**src/rtl/rvc_asap_5pl_mem_arb.sv**
```systemverilog
// Two-master arbiter sharing the mem_wrap data port between the core (M0) and a loader/DMA (M1).
// Optional grant/stall statistics counters are enabled with `define MEM_ARB_STATS_EN.
module rvc_asap_5pl_mem_arb #(
  parameter int unsigned STARVE_LIMIT = 4,
  parameter int unsigned BURST_MAX    = 16
) (
  input  logic        clk,
  input  logic        rst_n,
  input  logic        m0_req_i,
  input  logic        m0_wr_i,
  input  logic [31:0] m0_addr_i,
  input  logic [31:0] m0_wr_data_i,
  input  logic [3:0]  m0_byte_en_i,
  input  logic        m1_req_i,
  input  logic        m1_wr_i,
  input  logic [31:0] m1_addr_i,
  input  logic [31:0] m1_wr_data_i,
  input  logic [3:0]  m1_byte_en_i,
  input  logic        m1_lock_i,
  output logic        m0_gnt_o,
  output logic        m1_gnt_o,
  output logic        m0_stall_o,
  output logic        m0_rd_valid_o,
  output logic        m1_rd_valid_o,
  output logic [31:0] m0_rd_data_o,
  output logic [31:0] m1_rd_data_o,
  output logic [31:0] data_o,
  output logic [31:0] address_o,
  output logic [3:0]  byteena_o,
  output logic        wren_o,
  output logic        rden_o,
  input  logic [31:0] q_i
`ifdef MEM_ARB_STATS_EN
  ,
  output logic [31:0] m0_gnt_cnt_o,
  output logic [31:0] m1_gnt_cnt_o,
  output logic [31:0] stall_cnt_o
`endif
);

  localparam int unsigned SCW = 4;
  localparam int unsigned BCW = 8;

  typedef enum logic {
    ST_ARB,
    ST_M1_BURST
  } state_e;

  state_e         state_q, state_d;
  logic [SCW-1:0] starve_q, starve_d;
  logic [BCW-1:0] beat_q, beat_d;
  logic [BCW-1:0] beat_inc;
  logic           relock_blk_q, relock_blk_d;
  logic           m0_rd_own_q, m0_rd_own_d;
  logic           m1_rd_own_q, m1_rd_own_d;
  logic           m0_gnt;
  logic           m1_gnt;

  // State and bookkeeping registers
  always_ff @(posedge clk or negedge rst_n) begin
    if (!rst_n) begin
      state_q      <= ST_ARB;
      starve_q     <= '0;
      beat_q       <= '0;
      relock_blk_q <= 1'b0;
      m0_rd_own_q  <= 1'b0;
      m1_rd_own_q  <= 1'b0;
    end else begin
      state_q      <= state_d;
      starve_q     <= starve_d;
      beat_q       <= beat_d;
      relock_blk_q <= relock_blk_d;
      m0_rd_own_q  <= m0_rd_own_d;
      m1_rd_own_q  <= m1_rd_own_d;
    end
  end

  // Grant decision, burst tracking and starvation counter
  always_comb begin
    state_d      = state_q;
    starve_d     = starve_q;
    beat_d       = beat_q;
    relock_blk_d = 1'b0;
    m0_gnt       = 1'b0;
    m1_gnt       = 1'b0;
    beat_inc     = beat_q + BCW'(1);

    if (rst_n) begin
      case (state_q)
        ST_ARB: begin
          if (m0_req_i && !(m1_req_i && (starve_q == SCW'(STARVE_LIMIT)))) begin
            m0_gnt = 1'b1;
          end else if (m1_req_i) begin
            m1_gnt = 1'b1;
          end
          // A forced release leaves exactly one ARB cycle where the lock is ignored
          if (m1_gnt && m1_lock_i && !relock_blk_q) begin
            beat_d = BCW'(1);
            if (BURST_MAX == 1) begin
              relock_blk_d = 1'b1;
            end else begin
              state_d = ST_M1_BURST;
            end
          end
        end
        ST_M1_BURST: begin
          m1_gnt = m1_req_i;
          if (!m1_lock_i) begin
            state_d = ST_ARB;
          end else if (m1_gnt) begin
            beat_d = beat_inc;
            if (beat_inc == BCW'(BURST_MAX)) begin
              state_d      = ST_ARB;
              relock_blk_d = 1'b1;
            end
          end
        end
        default: state_d = ST_ARB;
      endcase

      if (m1_gnt) begin
        starve_d = '0;
      end else if (m1_req_i && (starve_q != SCW'(STARVE_LIMIT))) begin
        starve_d = starve_q + SCW'(1);
      end
    end
  end

  // Port mux; idle port drives zeros
  always_comb begin
    address_o = '0;
    data_o    = '0;
    byteena_o = '0;
    if (m0_gnt) begin
      address_o = m0_addr_i;
      data_o    = m0_wr_data_i;
      byteena_o = m0_byte_en_i;
    end else if (m1_gnt) begin
      address_o = m1_addr_i;
      data_o    = m1_wr_data_i;
      byteena_o = m1_byte_en_i;
    end
  end

  assign m0_gnt_o   = m0_gnt;
  assign m1_gnt_o   = m1_gnt;
  assign m0_stall_o = m0_req_i & ~m0_gnt;
  assign wren_o     = (m0_gnt & m0_wr_i) | (m1_gnt & m1_wr_i);
  assign rden_o     = (m0_gnt & ~m0_wr_i) | (m1_gnt & ~m1_wr_i);

  // Read data returns one cycle after the grant to whoever issued the read
  assign m0_rd_own_d   = m0_gnt & ~m0_wr_i;
  assign m1_rd_own_d   = m1_gnt & ~m1_wr_i;
  assign m0_rd_valid_o = m0_rd_own_q;
  assign m1_rd_valid_o = m1_rd_own_q;
  assign m0_rd_data_o  = m0_rd_own_q ? q_i : '0;
  assign m1_rd_data_o  = m1_rd_own_q ? q_i : '0;

`ifdef MEM_ARB_STATS_EN
  localparam int unsigned CW = 32;

  logic [CW-1:0] m0_gnt_cnt_q, m1_gnt_cnt_q, stall_cnt_q;

  // Saturating grant and stall counters
  always_ff @(posedge clk or negedge rst_n) begin
    if (!rst_n) begin
      m0_gnt_cnt_q <= '0;
      m1_gnt_cnt_q <= '0;
      stall_cnt_q  <= '0;
    end else begin
      if (m0_gnt && (m0_gnt_cnt_q != '1)) m0_gnt_cnt_q <= m0_gnt_cnt_q + CW'(1);
      if (m1_gnt && (m1_gnt_cnt_q != '1)) m1_gnt_cnt_q <= m1_gnt_cnt_q + CW'(1);
      if (m0_stall_o && (stall_cnt_q != '1)) stall_cnt_q <= stall_cnt_q + CW'(1);
    end
  end

  assign m0_gnt_cnt_o = m0_gnt_cnt_q;
  assign m1_gnt_cnt_o = m1_gnt_cnt_q;
  assign stall_cnt_o  = stall_cnt_q;
`endif

endmodule
```
**config.mk**
```make
export PLATFORM = sky130hd
export DESIGN_NAME = rvc_asap_5pl_mem_arb
export DESIGN_NICKNAME = d
export VERILOG_FILES = /design/src/rtl/rvc_asap_5pl_mem_arb.sv
export SDC_FILE = /design/constraint.sdc
export NUM_CORES = 1
export LEC_CHECK = 0
export ABC_AREA = 1
export BUFFER_PORTS_ARGS = -buffer_cell sky130_fd_sc_hd__clkbuf_2
export CORE_AREA = 2 2 123 125
export DETAILED_ROUTE_END_ITERATION = 10
export DIE_AREA = 0 0 125 127
export GPL_TIMING_DRIVEN = 0
export MAX_ROUTING_LAYER = met4
export SLEW_MARGIN = 10
export SYNTH_ARGS = -nofsm -noshare
export SYNTH_HDL_FRONTEND = slang
export SYNTH_SLANG_ARGS = --single-unit
```
**constraint.sdc**
```tcl
create_clock -name clk -period 1.75 [get_ports clk]
set_clock_uncertainty 0.1 [all_clocks]
set_input_delay 0.2625 -clock clk [delete_from_list [all_inputs] [get_ports clk]]
set_output_delay 0.2625 -clock clk [all_outputs]
set_load 0.005 [all_outputs]
```
==> results of run 1 <==
## how the worst max path moves through the flow
stage / startpoint / end / slack, ns / cells after the start
global route: starve_q[1] / data_o[20] / -0.51 / 11
CTS: starve_q[1] / data_o[9] / -0.44 / 11
floorplan: starve_q[1] / byteena_o[0] / 0.08 / 10
global placement: starve_q[1] / data_o[9] / -0.43 / 11
finish: starve_q[1] / data_o[21] / -0.40 / 11
detailed placement: starve_q[1] / data_o[10] / -0.43 / 11
## power by group through the flow
| stage | Combinational (mW) | Sequential [mW] | Clock [mW] |
|---|---|---|---|
| after floorplan | 0.438 | 0.479 | 0 |
| after global placement | 0.929 | 0.493 | 0 |
| after detailed placement | 0.928 | 0.493 | 0 |
| after CTS | 1.03 | 0.483 | 0.502 |
| after global routing | 1.22 | 0.489 | 0.525 |
| final | 1.09 | 0.479 | 0.494 |
## routing by layer
layer,track usage [%],up-vias
met5,-,-
met4,1.11,0
met3,2.39,4
met2,26.1,194
met1,15.3,1593
li1,-,2044
## sequential cells by signal, summed over array words and instances (netlist names)
register	count
beat_q	8
starve_q	4
m0_rd_valid_o	1
m1_rd_valid_o	1
relock_blk_q	1
state_q	1
## timing repair
item	in CTS	in global routing
hold endpoints to repair	16	0
pin swaps	6	6
resized for setup	32	43
setup endpoints to repair	95	98
setup buffers	6	3
hold buffers	1	0
gates cloned	2	0
## worst register-to-register path, stage by stage (launching register included)
cell	delay, ns
sky130_fd_sc_hd__dfrtp_1	0.38
sky130_fd_sc_hd__inv_2	0.08
sky130_fd_sc_hd__ha_4	0.13
sky130_fd_sc_hd__nand4_1	0.08
sky130_fd_sc_hd__nand2_2	0.10
sky130_fd_sc_hd__nor2_4	0.05
sky130_fd_sc_hd__nand2_4	0.11
sky130_fd_sc_hd__clkinvlp_4	0.18
sky130_fd_sc_hd__buf_6	0.17
sky130_fd_sc_hd__nand2_4	0.05
sky130_fd_sc_hd__buf_6	0.09
sky130_fd_sc_hd__inv_2	0.03
## stage by stage
stage                     setup WS (ns)  hold slack (ns)  std cells  total power [mW]  instance area [µm²]
final                            -0.400            0.146        994              2.06                 4530
after global routing             -0.510            0.161        994              2.23                 4530
after CTS                        -0.437            0.148        991              2.02                 4430
after detailed placement         -0.434            0.154        978              1.42                 4180
after global placement           -0.434            0.156        978              1.42                 4180
after floorplan                  0.0825           -0.133        481             0.917                 2380
## kinds of logic after synthesis
family	Yosys count	synth area share (%)
AND/OR/NAND/NOR	335	55.0
buffers and inverters	108	21.2
AO/OA/AOI/OAI	17	4.46
flip-flops	16	16.8
adder cells (fa/ha/maj)	4	2.10
XOR/XNOR	1	0.368
## final cells by class
class / count / area share [%]
antenna: 1 / 0.0553
buffer: 23 / 5.33
clock buffer: 4 / 1.96
inverter: 85 / 7.38
multi-input combinational: 357 / 34.4
sequential: 16 / 8.90
tap: 184 / 5.08
timing repair buffer: 323 / 36.7
timing repair inverter: 1 / 0.166
## Yosys cell counts
| master | instances |
|---|---|
| sky130_fd_sc_hd__o21ai_2 | 4 |
| sky130_fd_sc_hd__inv_6 | 1 |
| sky130_fd_sc_hd__nand3_1 | 9 |
| sky130_fd_sc_hd__xnor2_1 | 1 |
| sky130_fd_sc_hd__buf_6 | 9 |
| sky130_fd_sc_hd__buf_2 | 1 |
| sky130_fd_sc_hd__or2_2 | 2 |
| sky130_fd_sc_hd__nor2_1 | 10 |
| sky130_fd_sc_hd__ha_1 | 4 |
| sky130_fd_sc_hd__clkbuf_1 | 6 |
| sky130_fd_sc_hd__inv_1 | 81 |
| sky130_fd_sc_hd__nor3_2 | 1 |
| sky130_fd_sc_hd__nand2_1 | 304 |
| sky130_fd_sc_hd__nor2_4 | 1 |
| sky130_fd_sc_hd__nand2_4 | 1 |
| sky130_fd_sc_hd__a31oi_1 | 1 |
| sky130_fd_sc_hd__inv_2 | 3 |
| sky130_fd_sc_hd__buf_4 | 7 |
| sky130_fd_sc_hd__a21oi_1 | 2 |
| sky130_fd_sc_hd__nand2_2 | 1 |
| sky130_fd_sc_hd__dfrtp_1 | 16 |
| sky130_fd_sc_hd__o21a_1 | 1 |
| sky130_fd_sc_hd__o21bai_1 | 1 |
| sky130_fd_sc_hd__o21ai_0 | 8 |
| sky130_fd_sc_hd__nand4_1 | 5 |
| sky130_fd_sc_hd__nor3_1 | 1 |
==> flow_summary.rst, run 1 <==
.. list-table::
   :header-rows: 1

   * - Metric
     - Value
   * - Status
     - finished, violations left
   * - Violations in the final reports
     - negative setup slack
   * - Worst r2r dst
     - m0_rd_valid_o
   * - Endpoint class of the critical path
     - primary output
   * - Share of total power in combinational logic
     - 52.8%
   * - Number of optimization iterations in the first detailed-route pass
     - 4
   * - Worst path setup slack after routing
     - -0.400 ns
   * - Wire length reported by the detailed router
     - 11700 µm
   * - Maximum VDD drop
     - 0.000321 V
   * - Internal power of the cells
     - 1.32 mW
   * - Cell family with the largest share of critical-path delay
     - simple AND/OR/NAND/NOR gates
   * - Leading cell types in the layout, fill and taps excluded
     - sky130_fd_sc_hd__clkbuf_2 (305), sky130_fd_sc_hd__nand2_1 (288), sky130_fd_sc_hd__inv_1 (78), sky130_fd_sc_hd__dfrtp_1 (14)
   * - TNS Setup
     - -24.45 ns
   * - Beginning of the worst hold path
     - m1_wr_i
   * - Area of the multi-input gates
     - 1560 µm²
   * - Max Clock Freq
     - 0.465 GHz
   * - Tot GR Track Use
     - 13.6%
   * - CTS clk-pin slew, worst paths
     - 0.05 ns
   * - Synthesized flop and latch total
     - 16
   * - Worst hold path cell count
     - 2
   * - Share of the yosys chip area belonging to registers
     - 16.8%
   * - Met2 Routed Length
     - 6260 µm
   * - Net switching share of the total power
     - 36.2%
   * - Final Core Density
     - 31.4%
   * - Crit share post-route
     - 123%
   * - Routability congestion estimate
     - 0.809
   * - Worst slew pin tran
     - 0.780 ns
   * - Biggest area contributors in the synthesized netlist
     - sky130_fd_sc_hd__nand2_1 (48%), sky130_fd_sc_hd__dfrtp_1 (17%), sky130_fd_sc_hd__inv_1 (13%)
   * - Worst relative slew slack
     - 47.8%
   * - Final Hold Vio Count
     - 0
   * - Ports placed on the boundary
     - 314
   * - Highest routed layer
     - met4
   * - Drt via density
     - 3.86
   * - Proportion of power drawn by the clock network
     - 23.9%
   * - Data arrival at the endpoint of the critical path
     - 1.79 ns
   * - DR WL/cell
     - 11.8 µm
   * - Slowest cell delay on critical path
     - 0.36 ns
   * - Setup-violating endpoint count in the final report
     - 73
   * - Path type of the worst setup path
     - reg2out
   * - Effective utilization at floorplan
     - 16.5%
   * - Avg Inst Size Synth
     - 4.95 µm²
   * - Fill cell count
     - 1628
   * - Overflow left after global routing
     - 0
   * - Clock Path Buffers
     - 2
   * - Crit-path slowest cell
     - sky130_fd_sc_hd__dfrtp_1
   * - Total number of yosys warnings
     - 0
   * - Max-capacitance violation count
     - 0
   * - CTS tree
     - built
   * - Source-to-sink clock delay at the later pin of the worst-skew pair
     - 0.24 ns
   * - DP Wirelength
     - 9810 µm
   * - Crit path top cell by count
     - sky130_fd_sc_hd__nand2_2
   * - First-pass GRT wire length
     - 16900 µm
   * - Vias in the first global route
     - 3288
   * - R2r startpoint
     - starve_q[1]
   * - Number of antenna-violating nets in the routed design
     - 0
   * - Number of cells on the worst reg-to-reg path
     - 11
   * - Largest net degree at the start of global routing
     - 17
   * - Full die area
     - 15900 µm²
   * - CTS H-tree depth
     - 1
   * - Minimum setup slack among reg-to-reg paths
     - 0.10 ns
   * - Antenna violations before repair
     - 1
   * - Crit path launch type
     - register
   * - 1st-iter DRT viols
     - 105
   * - Count of mapped cells out of synthesis
     - 481
   * - Proportion of power drawn by flip-flops and latches
     - 23.2%
   * - Synthesis-to-finish area growth
     - 90.1%
   * - Vertical die dimension
     - 127 µm
   * - Area of the core
     - 14400 µm²
   * - Proportion of netlist area held by the largest area contributor
     - 47.9%
   * - Most common cell after layout, fill and taps aside
     - sky130_fd_sc_hd__clkbuf_2
   * - Port Buffer Count
     - 313
   * - Sequential cell area
     - 403 µm²
   * - Count of different cell masters after synthesis
     - 26
   * - RSZ-0062 raised after global routing
     - true
   * - Number of buffers inserted during clock tree synthesis
     - 3
   * - DIE WIDTH
     - 125 µm
   * - Max Fanout on Critical Path
     - 5
   * - Net switching power
     - 0.747 mW
   * - CTS root buf
     - sky130_fd_sc_hd__clkbuf_16
   * - Fin. max-slew vios
     - 0
   * - CP Buf/Inv Count
     - 4
   * - DRC violation count after routing
     - 0
   * - Type of the most critical hold path
     - in2reg
   * - Area of the mapped netlist
     - 2380 µm²
   * - Cell type contributing the most total cell area after synthesis
     - sky130_fd_sc_hd__nand2_1
   * - Power per cell area
     - 455 nW/µm²
   * - Standard-cell row count
     - 44
   * - Critical path, cell by cell
     - inv_2 -> ha_4 -> nand4_1 -> nand2_2 -> nor2_4 -> nand2_4 -> clkinvlp_4 -> buf_6 -> nand2_2 -> nand2_2 -> clkbuf_2
   * - Static leakage
     - 3.33 nW
   * - WL met1
     - 4580 µm
   * - Vias after detailed routing
     - 3835
   * - # clock sinks
     - 16
   * - Final worst path period need
     - 2.15 ns
   * - Total Nets Final
     - 989
   * - Detailed-routed wire length on met3
     - 833 µm
   * - Worst endpoint required time
     - 1.39 ns
   * - Layout cells sized above 1
     - 48.1%
   * - Worst hold path endpoint
     - m1_rd_valid_o
   * - Synthesized net count
     - 660
No activity file was read; power rests on OpenSTA's default activity.
==> inputs of run 2 (changes only) <==
--- a/constraint.sdc
+++ b/constraint.sdc
@@ -4,2 +4,2 @@
 set_output_delay 0.2625 -clock clk [all_outputs]
-set_load 0.005 [all_outputs]
+set_load 0.05 [all_outputs]
==> run 2 against run 1 <==
Compared with the run above:
- the run still ends with negative setup slack left
- first-iteration DRC count shrank 30%
- die area is the same
- worst hold slack gained 0.0083 ns
- largest power group unchanged
- global-route usage grew 3.9 points
- non-clock buffer count grew 10
- final cell count grew 1.1%
- sequential cell count is the same
- sequential share of layout area shrank 3.2 points
- fmax shrank 5.3%
==> flow_summary.rst, run 2 (same netlist as run 1, synthesis figures left out) <==
.. list-table::
   :header-rows: 1

   * - Metric
     - Value
   * - Status
     - finished, violations left
   * - Violations in the final reports
     - negative setup slack
   * - Share of total power in combinational logic
     - 72.6%
   * - Clock Path Buffers
     - 2
   * - Net switching share of the total power
     - 46.7%
   * - Largest regs
     - beat_q: 8 flops, starve_q: 4 flops
   * - Drt via density
     - 4.14
   * - Crit share post-route
     - 130%
   * - Standard-cell row count
     - 44
   * - CTS clk-pin slew, worst paths
     - 0.05 ns
   * - Register bank with the most flops
     - beat_q
   * - Vias in the first global route
     - 4328
   * - Max-capacitance violation count
     - 0
   * - Ports placed on the boundary
     - 314
   * - CTS root buf
     - sky130_fd_sc_hd__clkbuf_16
   * - Final Hold Vio Count
     - 0
   * - Net switching power
     - 1.68 mW
   * - Port Buffer Count
     - 313
   * - Final Core Density
     - 49.4%
   * - # clock sinks
     - 16
   * - First-pass GRT wire length
     - 21800 µm
   * - Number of antenna-violating nets in the routed design
     - 0
   * - Worst hold slack across all endpoints
     - 0.154 ns
   * - Routability congestion estimate
     - 0.811
   * - Final worst path period need
     - 2.27 ns
   * - Setup-violating endpoint count in the final report
     - 73
   * - Endpoint class of the critical path
     - primary output
   * - Most common cell after layout, fill and taps aside
     - sky130_fd_sc_hd__clkbuf_2
   * - Worst hold path endpoint
     - m1_rd_valid_o
   * - Type of the most critical hold path
     - in2reg
   * - Vertical die dimension
     - 127 µm
   * - CTS H-tree depth
     - 1
   * - R2r startpoint
     - starve_q[1]
   * - Leading cell types in the layout, fill and taps excluded
     - sky130_fd_sc_hd__clkbuf_2 (236), sky130_fd_sc_hd__nand2_1 (139), sky130_fd_sc_hd__nand2_4 (85), sky130_fd_sc_hd__inv_1 (79), sky130_fd_sc_hd__nand2_2 (63)
   * - Post-Place Cells
     - 978
   * - Flip-flop count of the largest register after layout
     - 8
   * - Source-to-sink clock delay at the later pin of the worst-skew pair
     - 0.24 ns
   * - Worst path setup slack after routing
     - -0.521 ns
   * - Pre-CTS setup slack
     - -0.534 ns
   * - Worst relative slew slack
     - 48.9%
   * - Max Clock Freq
     - 0.440 GHz
   * - Fin. max-slew vios
     - 0
   * - Synthesis-to-finish area growth
     - 199%
   * - Tot GR Track Use
     - 17.5%
   * - Full die area
     - 15900 µm²
   * - Number of buffers inserted during clock tree synthesis
     - 3
   * - Internal power of the cells
     - 1.92 mW
   * - Area of the core
     - 14400 µm²
   * - 1st-iter DRT viols
     - 73
   * - Crit path launch type
     - register
   * - Layout cells sized above 1
     - 67.3%
   * - DRC violation count after routing
     - 0
   * - Effective utilization at floorplan
     - 16.5%
   * - Path type of the worst setup path
     - reg2out
   * - Vias after detailed routing
     - 4159
   * - Antenna violations before repair
     - 1
   * - Data arrival at the endpoint of the critical path
     - 1.91 ns
   * - DR WL/cell
     - 14.8 µm
   * - Non-filler instance count after layout
     - 1005
   * - Number of optimization iterations in the first detailed-route pass
     - 4
   * - Worst r2r dst
     - starve_q[3]
   * - DIE WIDTH
     - 125 µm
   * - Proportion of power drawn by the clock network
     - 13.8%
   * - Worst slew pin tran
     - 0.763 ns
   * - DP Wirelength
     - 10400 µm
   * - Wire length reported by the detailed router
     - 14900 µm
   * - Beginning of the worst hold path
     - m1_wr_i
   * - Max Fanout on Critical Path
     - 7
   * - CTS tree
     - built
   * - Power per cell area
     - 505 nW/µm²
   * - Largest net degree at the start of global routing
     - 17
   * - RSZ-0062 raised after global routing
     - true
   * - Proportion of power drawn by flip-flops and latches
     - 13.7%
   * - Minimum setup slack among reg-to-reg paths
     - 0.05 ns
   * - Overflow left after global routing
     - 0
   * - Worst endpoint required time
     - 1.39 ns
   * - Maximum VDD drop
     - 0.000319 V
   * - Number of cells on the worst reg-to-reg path
     - 11
   * - Worst hold path cell count
     - 2
   * - Static leakage
     - 4.13 nW
   * - Total Nets Final
     - 1000
run 2: changes by cell type in the layout (fill, tap and decap cells not counted), moves of 19 or more:
| cell | change |
|---|---|
| sky130_fd_sc_hd__nand2_8 | +19 |
| sky130_fd_sc_hd__buf_8 | +27 |
| sky130_fd_sc_hd__clkbuf_2 | -69 |
| sky130_fd_sc_hd__nand2_4 | +80 |
| sky130_fd_sc_hd__nand2_1 | -149 |
| sky130_fd_sc_hd__clkbuf_16 | +52 |
| sky130_fd_sc_hd__nand2_2 | +50 |
run 2: final cells by class:
| cell class | count | area, µm² |
|---|---|---|
| buffer | 23 | 317 |
| clock buffer | 4 | 88.8 |
| multi-input combinational | 357 | 2620 |
| timing repair inverter | 2 | 27.5 |
| inverter | 85 | 344 |
| antenna | 1 | 2.50 |
| timing repair buffer | 333 | 3090 |
| tap | 184 | 230 |
| fill | 1276 | 7300 |
| sequential | 16 | 405 |
run 2: power by group through the flow:
| stage | combinational (mW) | sequential, mW | clock [mW] |
|---|---|---|---|
| floorplan | 1.28 | 0.486 | 0 |
| global placement | 1.77 | 0.491 | 0 |
| detailed placement | 1.78 | 0.493 | 0 |
| CTS | 2.41 | 0.485 | 0.503 |
| global route | 2.74 | 0.500 | 0.517 |
| finish | 2.61 | 0.491 | 0.496 |
run 2: layer usage:
layer | vias up | part of all wire (%) | global-route usage, %
li1 | 2070 | - | -
met5 | - | 0 | -
met2 | 212 | 55 | 34.3
met3 | 18 | 6.2 | 2.39
met1 | 1859 | 36 | 18.2
met4 | 0 | 2.3 | 4.90
run 2: timing repair:
action / CTS / global route
gates resized for setup: 295 / 98
gates cloned: 5 / 5
pin swaps: 5 / 22
hold endpoints to repair: 16 / 0
buffers inserted: 8 / 3
setup endpoints to repair: 133 / 124
hold buffers: 1 / 0
run 2: worst max-delay path, stage by stage, from the launching register on:
cell and delay, ns:
sky130_fd_sc_hd__dfrtp_1 0.35, sky130_fd_sc_hd__inv_2 0.06, sky130_fd_sc_hd__ha_4 0.15, sky130_fd_sc_hd__nand4_1 0.07
sky130_fd_sc_hd__nand2_2 0.08, sky130_fd_sc_hd__nor2_4 0.16, sky130_fd_sc_hd__inv_2 0.09, sky130_fd_sc_hd__nand2_8 0.11
sky130_fd_sc_hd__clkinv_8 0.11, sky130_fd_sc_hd__clkbuf_16 0.17, sky130_fd_sc_hd__nand2_2 0.08, sky130_fd_sc_hd__nand2_4 0.06
sky130_fd_sc_hd__clkbuf_16 0.17
run 2: metrics by stage:
stage / TNS [ns] / total power [mW] / cell area [µm²]
2_1_floorplan: -2.47 / 1.76 / 3170
3_3_place_gp: -33.25 / 2.27 / 4970
3_5_place_dp: -35.09 / 2.27 / 4970
4_1_cts: -36.52 / 3.40 / 6670
5_1_grt: -40.72 / 3.76 / 7120
6_report: -33.46 / 3.60 / 7120
run 2: worst max path at each step:
| stage | start | endpoint | slack [ns] | cells past startpoint |
|---|---|---|---|---|
| 4_1_cts | starve_q[1] | data_o[19] | -0.55 | 12 |
| 2_1_floorplan | starve_q[1] | data_o[29] | -0.1 | 11 |
| 6_report | starve_q[1] | address_o[30] | -0.52 | 12 |
| 3_3_place_gp | rst_n | byteena_o[3] | -0.54 | 9 |
| 3_5_place_dp | rst_n | data_o[29] | -0.53 | 9 |
| 5_1_grt | starve_q[0] | address_o[30] | -0.62 | 12 |
